<file path="config.mk">
export PLATFORM = sky130hd
export DESIGN_NAME = inst_decode_stage_flat
export DESIGN_NICKNAME = d
export VERILOG_FILES = /design/src/rtl/isa_pkg.sv /design/src/rtl/inst_decode_stage_if.sv /design/src/rtl/decode_skid_buf.sv /design/src/rtl/inst_decode_stage.sv /design/src/flat_wrapper.sv
export SDC_FILE = /design/constraint.sdc
export NUM_CORES = 1
export LEC_CHECK = 0
export CAP_MARGIN = 20
export CORE_UTILIZATION = 55
export DETAILED_ROUTE_END_ITERATION = 7
export GPL_ROUTABILITY_DRIVEN = 1
export PLACE_DENSITY = 0.81
export SLEW_MARGIN = 5
export SYNTH_ARGS = -nofsm -noshare
export SYNTH_HDL_FRONTEND = slang
export SYNTH_HIERARCHICAL = 1
export SYNTH_SLANG_ARGS = --single-unit
</file>
<file path="constraint.sdc">
create_clock -name clk -period 4.26 [get_ports clk]
set_input_delay 1.278 -clock clk [delete_from_list [all_inputs] [get_ports clk]]
set_output_delay 1.278 -clock clk [all_outputs]
set_load 0.01 [all_outputs]
</file>
<file path="src/rtl/isa_pkg.sv">
// isa_pkg: operation IDs, opcode/field constants and decode helpers for the 16-bit CPU.
package isa_pkg;
  typedef enum logic [4:0] {
    OP_NOP, OP_ADD, OP_ADC, OP_SUB, OP_SBB, OP_LHI, OP_LLI, OP_LDR, OP_STR,
    OP_CMP, OP_ADDI, OP_SUBI, OP_MOV, OP_BEQ, OP_BNE, OP_BCS, OP_BCC, OP_BAL,
    OP_JMP, OP_JAL_L, OP_JAL_R, OP_JR, OP_OUTR, OP_HLT
  } op_e;
  localparam logic [4:0] OPC_ALU  = 5'b00000;
  localparam logic [4:0] OPC_LHI  = 5'b00001;
  localparam logic [4:0] OPC_LLI  = 5'b00010;
  localparam logic [4:0] OPC_LDR  = 5'b00011;
  localparam logic [4:0] OPC_STR  = 5'b00101;
  localparam logic [4:0] OPC_CMP  = 5'b00110;
  localparam logic [4:0] OPC_ADDI = 5'b00111;
  localparam logic [4:0] OPC_SUBI = 5'b01000;
  localparam logic [4:0] OPC_MOV  = 5'b01011;
  localparam logic [4:0] OPC_JMP  = 5'b10000;
  localparam logic [4:0] OPC_JALL = 5'b10001;
  localparam logic [4:0] OPC_JALR = 5'b10010;
  localparam logic [4:0] OPC_JR   = 5'b10011;
  localparam logic [4:0] OPC_BCC  = 5'b11000;
  localparam logic [4:0] OPC_BAL  = 5'b11001;
  localparam logic [4:0] OPC_SYS  = 5'b11100;
  localparam int OPC_LSB = 11;
  localparam int RD_LSB  = 8;
  localparam int RM_LSB  = 5;
  localparam int RN_LSB  = 2;
  typedef struct packed {
    op_e  op;
    logic illegal;
  } dec_t;
  // No encoding decodes to NOP, so NOP doubles as the illegal marker.
  function automatic dec_t decode_op(input logic [15:0] inst);
    logic [1:0] s;
    logic [2:0] c;
    op_e op;
    s = inst[1:0];
    c = inst[RD_LSB +: 3];
    case (inst[OPC_LSB +: 5])
      OPC_ALU:  op = s == 2'd0 ? OP_ADD : s == 2'd1 ? OP_ADC : s == 2'd2 ? OP_SUB : OP_SBB;
      OPC_LHI:  op = OP_LHI;
      OPC_LLI:  op = OP_LLI;
      OPC_LDR:  op = OP_LDR;
      OPC_STR:  op = OP_STR;
      OPC_CMP:  op = s == 2'd1 ? OP_CMP : OP_NOP;
      OPC_ADDI: op = OP_ADDI;
      OPC_SUBI: op = OP_SUBI;
      OPC_MOV:  op = OP_MOV;
      OPC_JMP:  op = OP_JMP;
      OPC_JALL: op = OP_JAL_L;
      OPC_JALR: op = OP_JAL_R;
      OPC_JR:   op = OP_JR;
      OPC_BCC:  op = c == 3'd0 ? OP_BEQ : c == 3'd1 ? OP_BNE : c == 3'd2 ? OP_BCS : c == 3'd3 ? OP_BCC : OP_NOP;
      OPC_BAL:  op = c == 3'd6 ? OP_BAL : OP_NOP;
      OPC_SYS:  op = s == 2'd0 ? OP_OUTR : s == 2'd1 ? OP_HLT : OP_NOP;
      default:  op = OP_NOP;
    endcase
    return '{op: op, illegal: op == OP_NOP};
  endfunction
  // Every result fits in 16 bits with bit 15 as a valid sign, so callers sign-extend to any width.
  function automatic logic [15:0] ext_imm(input logic [15:0] inst, input op_e op);
    case (op)
      OP_LHI, OP_LLI, OP_MOV, OP_ADDI, OP_SUBI: return {8'h00, inst[7:0]};
      OP_LDR, OP_STR:                           return {11'h000, inst[4:0]};
      OP_BEQ, OP_BNE, OP_BCS, OP_BCC, OP_BAL:   return {{8{inst[7]}}, inst[7:0]};
      OP_JMP, OP_JAL_L:                         return {{5{inst[10]}}, inst[10:0]};
      default:                                  return 16'h0000;
    endcase
  endfunction
endpackage

</file>
<file path="src/rtl/inst_decode_stage_if.sv">
// inst_decode_stage_if: fetch-side and execute-side handshake plus status of the decode stage.
interface inst_decode_stage_if #(parameter int DATA_W = 16, parameter int CNT_W = 16);
  import isa_pkg::*;
  logic              in_valid;
  logic              in_ready;
  logic [15:0]       in_inst;
  logic              flush;
  logic              out_valid;
  logic              out_ready;
  op_e               out_op;
  logic [2:0]        out_rd;
  logic [2:0]        out_rm;
  logic [2:0]        out_rn;
  logic [DATA_W-1:0] out_imm;
  logic              out_illegal;
  logic              halted;
  logic [CNT_W-1:0]  dec_count;
  modport master (
    output in_valid, in_inst, flush, out_ready,
    input  in_ready, out_valid, out_op, out_rd, out_rm, out_rn, out_imm, out_illegal, halted, dec_count
  );
  modport slave (
    input  in_valid, in_inst, flush, out_ready,
    output in_ready, out_valid, out_op, out_rd, out_rm, out_rn, out_imm, out_illegal, halted, dec_count
  );
endinterface

</file>
<file path="src/rtl/decode_skid_buf.sv">
// decode_skid_buf: two-entry valid/ready register slice with flush; skid entry optional.
module decode_skid_buf #(
  parameter int W       = 8,
  parameter bit SKID_EN = 1'b1
) (
  input  logic         clk,
  input  logic         rst,
  input  logic         flush,
  input  logic         hold,
  input  logic         in_valid,
  output logic         in_ready,
  input  logic [W-1:0] in_data,
  output logic         out_valid,
  input  logic         out_ready,
  output logic [W-1:0] out_data
);
  logic         skid_valid;
  logic [W-1:0] skid_data;
  logic         push;
  logic         pop;
  assign in_ready = ~hold & (SKID_EN ? ~skid_valid : (~out_valid | out_ready));
  assign push     = in_valid & in_ready & ~flush;
  assign pop      = out_valid & out_ready;
  // With the skid enabled a push implies the skid is empty, so it never refills while draining.
  always_ff @(posedge clk) begin
    if (rst) begin
      out_valid  <= 1'b0;
      skid_valid <= 1'b0;
      out_data   <= '0;
      skid_data  <= '0;
    end else if (flush) begin
      out_valid  <= 1'b0;
      skid_valid <= 1'b0;
    end else if (~out_valid | pop) begin
      out_valid  <= skid_valid | push;
      skid_valid <= 1'b0;
      if (skid_valid) out_data <= skid_data;
      else if (push) out_data <= in_data;
    end else if (push) begin
      skid_valid <= 1'b1;
      skid_data  <= in_data;
    end
  end
endmodule

</file>
<file path="src/rtl/inst_decode_stage.sv">
// inst_decode_stage: registered instruction decode with skid buffer, flush, sticky halt and counter.
module inst_decode_stage
  import isa_pkg::*;
#(
  parameter int DATA_W  = 16,
  parameter bit SKID_EN = 1'b1,
  parameter int CNT_W   = 16
) (
  input logic             clk,
  input logic             rst,
  inst_decode_stage_if.slave bus
);
  localparam int PW = 5 + 9 + DATA_W + 1;
  dec_t             dec;
  logic [15:0]      imm16;
  logic [PW-1:0]    in_data;
  logic [PW-1:0]    out_data;
  logic             halted;
  logic [CNT_W-1:0] cnt;
  logic             done;
  assign dec     = decode_op(bus.in_inst);
  assign imm16   = ext_imm(bus.in_inst, dec.op);
  assign in_data = {dec.op, bus.in_inst[RD_LSB +: 3], bus.in_inst[RM_LSB +: 3], bus.in_inst[RN_LSB +: 3],
                    DATA_W'($signed(imm16)), dec.illegal};
  decode_skid_buf #(.W(PW), .SKID_EN(SKID_EN)) u_skid (
    .clk       (clk),
    .rst       (rst),
    .flush     (bus.flush),
    .hold      (halted),
    .in_valid  (bus.in_valid),
    .in_ready  (bus.in_ready),
    .in_data   (in_data),
    .out_valid (bus.out_valid),
    .out_ready (bus.out_ready),
    .out_data  (out_data)
  );
  assign bus.out_op      = op_e'(out_data[PW-1 -: 5]);
  assign bus.out_rd      = out_data[PW-6 -: 3];
  assign bus.out_rm      = out_data[PW-9 -: 3];
  assign bus.out_rn      = out_data[PW-12 -: 3];
  assign bus.out_imm     = out_data[DATA_W:1];
  assign bus.out_illegal = out_data[0];
  assign bus.halted      = halted;
  assign bus.dec_count   = cnt;
  assign done = bus.out_valid & bus.out_ready & ~bus.flush;
  always_ff @(posedge clk) begin
    if (rst) begin
      halted <= 1'b0;
      cnt    <= '0;
    end else begin
      halted <= halted | (done & (bus.out_op == OP_HLT));
      cnt    <= cnt + CNT_W'(done);
    end
  end
endmodule

</file>
<file path="src/flat_wrapper.sv">
// flat-port wrapper written by rule: the top's interface ports become plain ports
module inst_decode_stage_flat import isa_pkg::*;
#(
  parameter int DATA_W  = 16,
  parameter bit SKID_EN = 1'b1,
  parameter int CNT_W   = 16
)
  (clk, rst, bus_in_valid, bus_in_inst, bus_flush, bus_out_ready, bus_in_ready, bus_out_valid, bus_out_op, bus_out_rd, bus_out_rm, bus_out_rn, bus_out_imm, bus_out_illegal, bus_halted, bus_dec_count);
  inst_decode_stage_if #(.DATA_W(DATA_W), .CNT_W(CNT_W)) bus_i ();
  input logic clk;
  input logic rst;
  input wire logic [$bits(bus_i.in_valid)-1:0] bus_in_valid;
  input wire logic [$bits(bus_i.in_inst)-1:0] bus_in_inst;
  input wire logic [$bits(bus_i.flush)-1:0] bus_flush;
  input wire logic [$bits(bus_i.out_ready)-1:0] bus_out_ready;
  output wire logic [$bits(bus_i.in_ready)-1:0] bus_in_ready;
  output wire logic [$bits(bus_i.out_valid)-1:0] bus_out_valid;
  output wire logic [$bits(bus_i.out_op)-1:0] bus_out_op;
  output wire logic [$bits(bus_i.out_rd)-1:0] bus_out_rd;
  output wire logic [$bits(bus_i.out_rm)-1:0] bus_out_rm;
  output wire logic [$bits(bus_i.out_rn)-1:0] bus_out_rn;
  output wire logic [$bits(bus_i.out_imm)-1:0] bus_out_imm;
  output wire logic [$bits(bus_i.out_illegal)-1:0] bus_out_illegal;
  output wire logic [$bits(bus_i.halted)-1:0] bus_halted;
  output wire logic [$bits(bus_i.dec_count)-1:0] bus_dec_count;
  assign bus_i.in_valid = bus_in_valid;
  assign bus_i.in_inst = bus_in_inst;
  assign bus_i.flush = bus_flush;
  assign bus_i.out_ready = bus_out_ready;
  assign bus_in_ready = bus_i.in_ready;
  assign bus_out_valid = bus_i.out_valid;
  assign bus_out_op = bus_i.out_op;
  assign bus_out_rd = bus_i.out_rd;
  assign bus_out_rm = bus_i.out_rm;
  assign bus_out_rn = bus_i.out_rn;
  assign bus_out_imm = bus_i.out_imm;
  assign bus_out_illegal = bus_i.out_illegal;
  assign bus_halted = bus_i.halted;
  assign bus_dec_count = bus_i.dec_count;
  inst_decode_stage #(.DATA_W(DATA_W), .SKID_EN(SKID_EN), .CNT_W(CNT_W)) u_core (.clk(clk), .rst(rst), .bus(bus_i));
endmodule
</file>
==> impl_metrics.ini <==
[worst_setup_path]
max_stage_delay_ns = 0.54
path_cells = clkdlybuf4s50_1 > inv_1 > ha_1 > or2_2 > a41oi_2 > nand3b_2 > and3_4 > o2111ai_4 > a21oi_1 > mux2i_1 > nor2_1 > mux2_2
r2r_slack_ns = 2.08
crit_type = input port to flip-flop
crit_required_ns = 4.50
path_max_fanout = 8
rr_endpoint = u_core/u_skid/out_data[21]
rr_startpoint = u_core/u_skid/skid_valid
rr_worst_depth = 3
start_kind = input port
crit_arrival_ns = 3.98
cp_slowest_cell = clkdlybuf4s50_1
end_kind = flip-flop

[status]
status = complete, no violations

[placement]
portBuffers = 70
pre_cts_ws_ns = 0.143
gp_congestion = 0.840
dp_hpwl_um = 6460

[synthesis]
ys_seq_area_frac = 0.356
synth_edf_count = 0
async_flop_share = 0
synth.avg_cell_area_um2 = 9.51
synth_top_area_cell = dfxtp_1
syn_nets = 507
synthTopCellsByArea = dfxtp_1, mux2i_1, nand2b_1, mux2_2, nor2b_1
yosysUniqueCellTypes = 56
netlist.area_leader.share = 0.356
netlist_area_um2 = 4550
yosysWarnings = 6
synthFlopType = dfxtp_1
synth_cells = 479
synth-seq-cells = 81

[final_layout]
finalNetCount = 565
n_antenna_cell = 0
drive_above_1_share = 0.135
area_delta_synth_final_pct = 20.3

[grt]
antenna_found_initial = 0
met3_usage = 0.0472
grt_pass1_wl_um = 15500
use_met2 = 0.369
grt_pass1_vias = 3171
track_usage = 0.226
busiest_layer = met2
use_met1 = 0.299
grt.overflow.total = 0
grt_max_degree = 128

[clock_tree]
cts_resized = 0
cts_hold_buffers = 0
cts_setup_buffers = 0
clkTransAtPathRegs_ns = 0.08
insertion_delay_ns = 0.36
cts_tree = done
clock-sinks = 81
cts_buffers = 9
cts_root_buf = clkbuf_8
clock_path_buffers = 2
htreeDepth = 3

[hold_path]
min_path_type = flip-flop to flip-flop
hold_end = u_core/u_skid/skid_data[18]
hp-start = u_core/u_skid/skid_data[18]
min_path_cells = 2

[sta]
relSlewSlack = 0.356
fin_crit_ns = 3.74
finalSetupViolCount = 0
slew_violations = 0
final_hold_viol_count = 0
tightest_slew_ns = 0.966
fin_ws_ns = 0.519
rsz0062_at_grt = false
finClkSkew_ns = 0.0119
hold_slack_ns = 0.477
final.setup.tns_ns = 0
fmax_ghz = 0.267
min_period_over_period = 0.878

[drt]
first_iter_violations = 138
vias = 3409
finalWirelength_um = 9460
wl_per_cell_um = 14.7
drc = 0
first_pass_iters = 4
ant_nets = 0
viasPerCell = 5.29

[pwr]
leakagePower_uw = 0.00199
irDropWorstVdd_uv = 176
p_per_area_nw_per_um2 = 291
power_uw = 1600

[floorplan]
ios = 71
die_w_um = 93.0
core-area_um2 = 7850
die_y_um = 93.0
std_cell_rows = 32
start_util = 0.580
die_area_um2 = 8650

[flow_run]
max_cap_viol_count = 0
Yosys cell counts, types with 7 or more instances:
cell type and count:
nand2_1 21, nor2b_1 35, mux2i_1 62, nor2_1 53, xor2_1 13, nand3_1 10
clkbuf_1 12, buf_6 7, dfxtp_1 81, mux2_2 30, ha_1 7, nand2b_1 64
cell families after synthesis:
family,count (synthesis),synth area share
and+or+nand+nor,215,0.272
muxes,93,0.213
DFF,81,0.356
buffers and inverters,36,0.0478
AOI/OAI and AO/OA,32,0.0627
xor gates and xnor gates,15,0.0289
adders and majority gates,7,0.0192
worst max-delay path: cells and delay by family:
kind / cells / cell delay, ns
buffers and inverters: 2 / 0.64
muxes: 2 / 0.44
and+or+nand+nor: 4 / 0.71
adders and majority gates: 1 / 0.21
AOI/OAI and AO/OA: 3 / 0.70
worst max path at each step:
| stage | startpoint | end | slack [ns] | cells past startpoint |
|---|---|---|---|---|
| 6_report | bus_in_inst[0] | u_core/u_skid/out_data[2] | 0.52 | 12 |
| 5_1_grt | bus_in_inst[0] | u_core/u_skid/out_data[2] | 0.31 | 12 |
| 4_1_cts | bus_in_inst[0] | u_core/u_skid/out_data[2] | 0.51 | 12 |
| 3_5_place_dp | bus_in_inst[0] | u_core/u_skid/out_data[2] | 0.14 | 12 |
| 3_3_place_gp | bus_in_inst[0] | u_core/u_skid/out_data[2] | 0.24 | 12 |
| 2_1_floorplan | bus_in_inst[0] | u_core/u_skid/out_data[2] | 0.89 | 11 |
sequential cells by signal (all words and copies together) (netlist names):
register and count:
u_core/u_skid/skid_valid 1, u_core/u_skid/skid_data 31, u_core/u_skid/out_valid 1, u_core/bus.dec_count 16
u_core/u_skid/out_data 31, u_core/bus.halted 1
metrics by stage:
stage / std cells / utilization / cell area [um^2]
global placement: 627 / 0.667 / 5230
floorplan: 479 / - / 4550
finish: 644 / 0.698 / 5480
global route: 644 / 0.698 / 5480
detailed placement: 627 / 0.667 / 5230
CTS: 643 / 0.695 / 5450
final cells by class:
type	count	area, um^2
clock buffer	10	128
clock inverter	6	90.1
fill	639	2370
inverter	5	18.8
multi-input combinational	362	2710
sequential	81	1620
tap	102	128
timing repair buffer	78	778
per-layer routing:
metal	wire length, um	vias up
met4	119	0
met3	370	12
met5	0	-
li1	-	1734
met1	4490	1598
met2	4480	65
layout by cell type (no fill, tap or decap), drive strengths merged, types with 3 or more instances in the layout:
cell type	n
xor2	13
and2	3
ha	7
mux2i	62
a211oi	3
nand2	21
nor4b	4
clkbuf	10
dfxtp	81
nor2b	36
a21boi	6
a21oi	6
o21ai	4
nand3	10
and3	4
nor2	53
nand4	6
mux2	31
inv	7
nand2b	65
buf	9
clkdlybuf4s50	69
power by group:
group,internal (uW),switching [uW],total (uW)
clock network,334,290,623
logic,98.6,99.9,199
registers,768,6.86,775
Note: power is estimated with default switching activity, not from simulation.
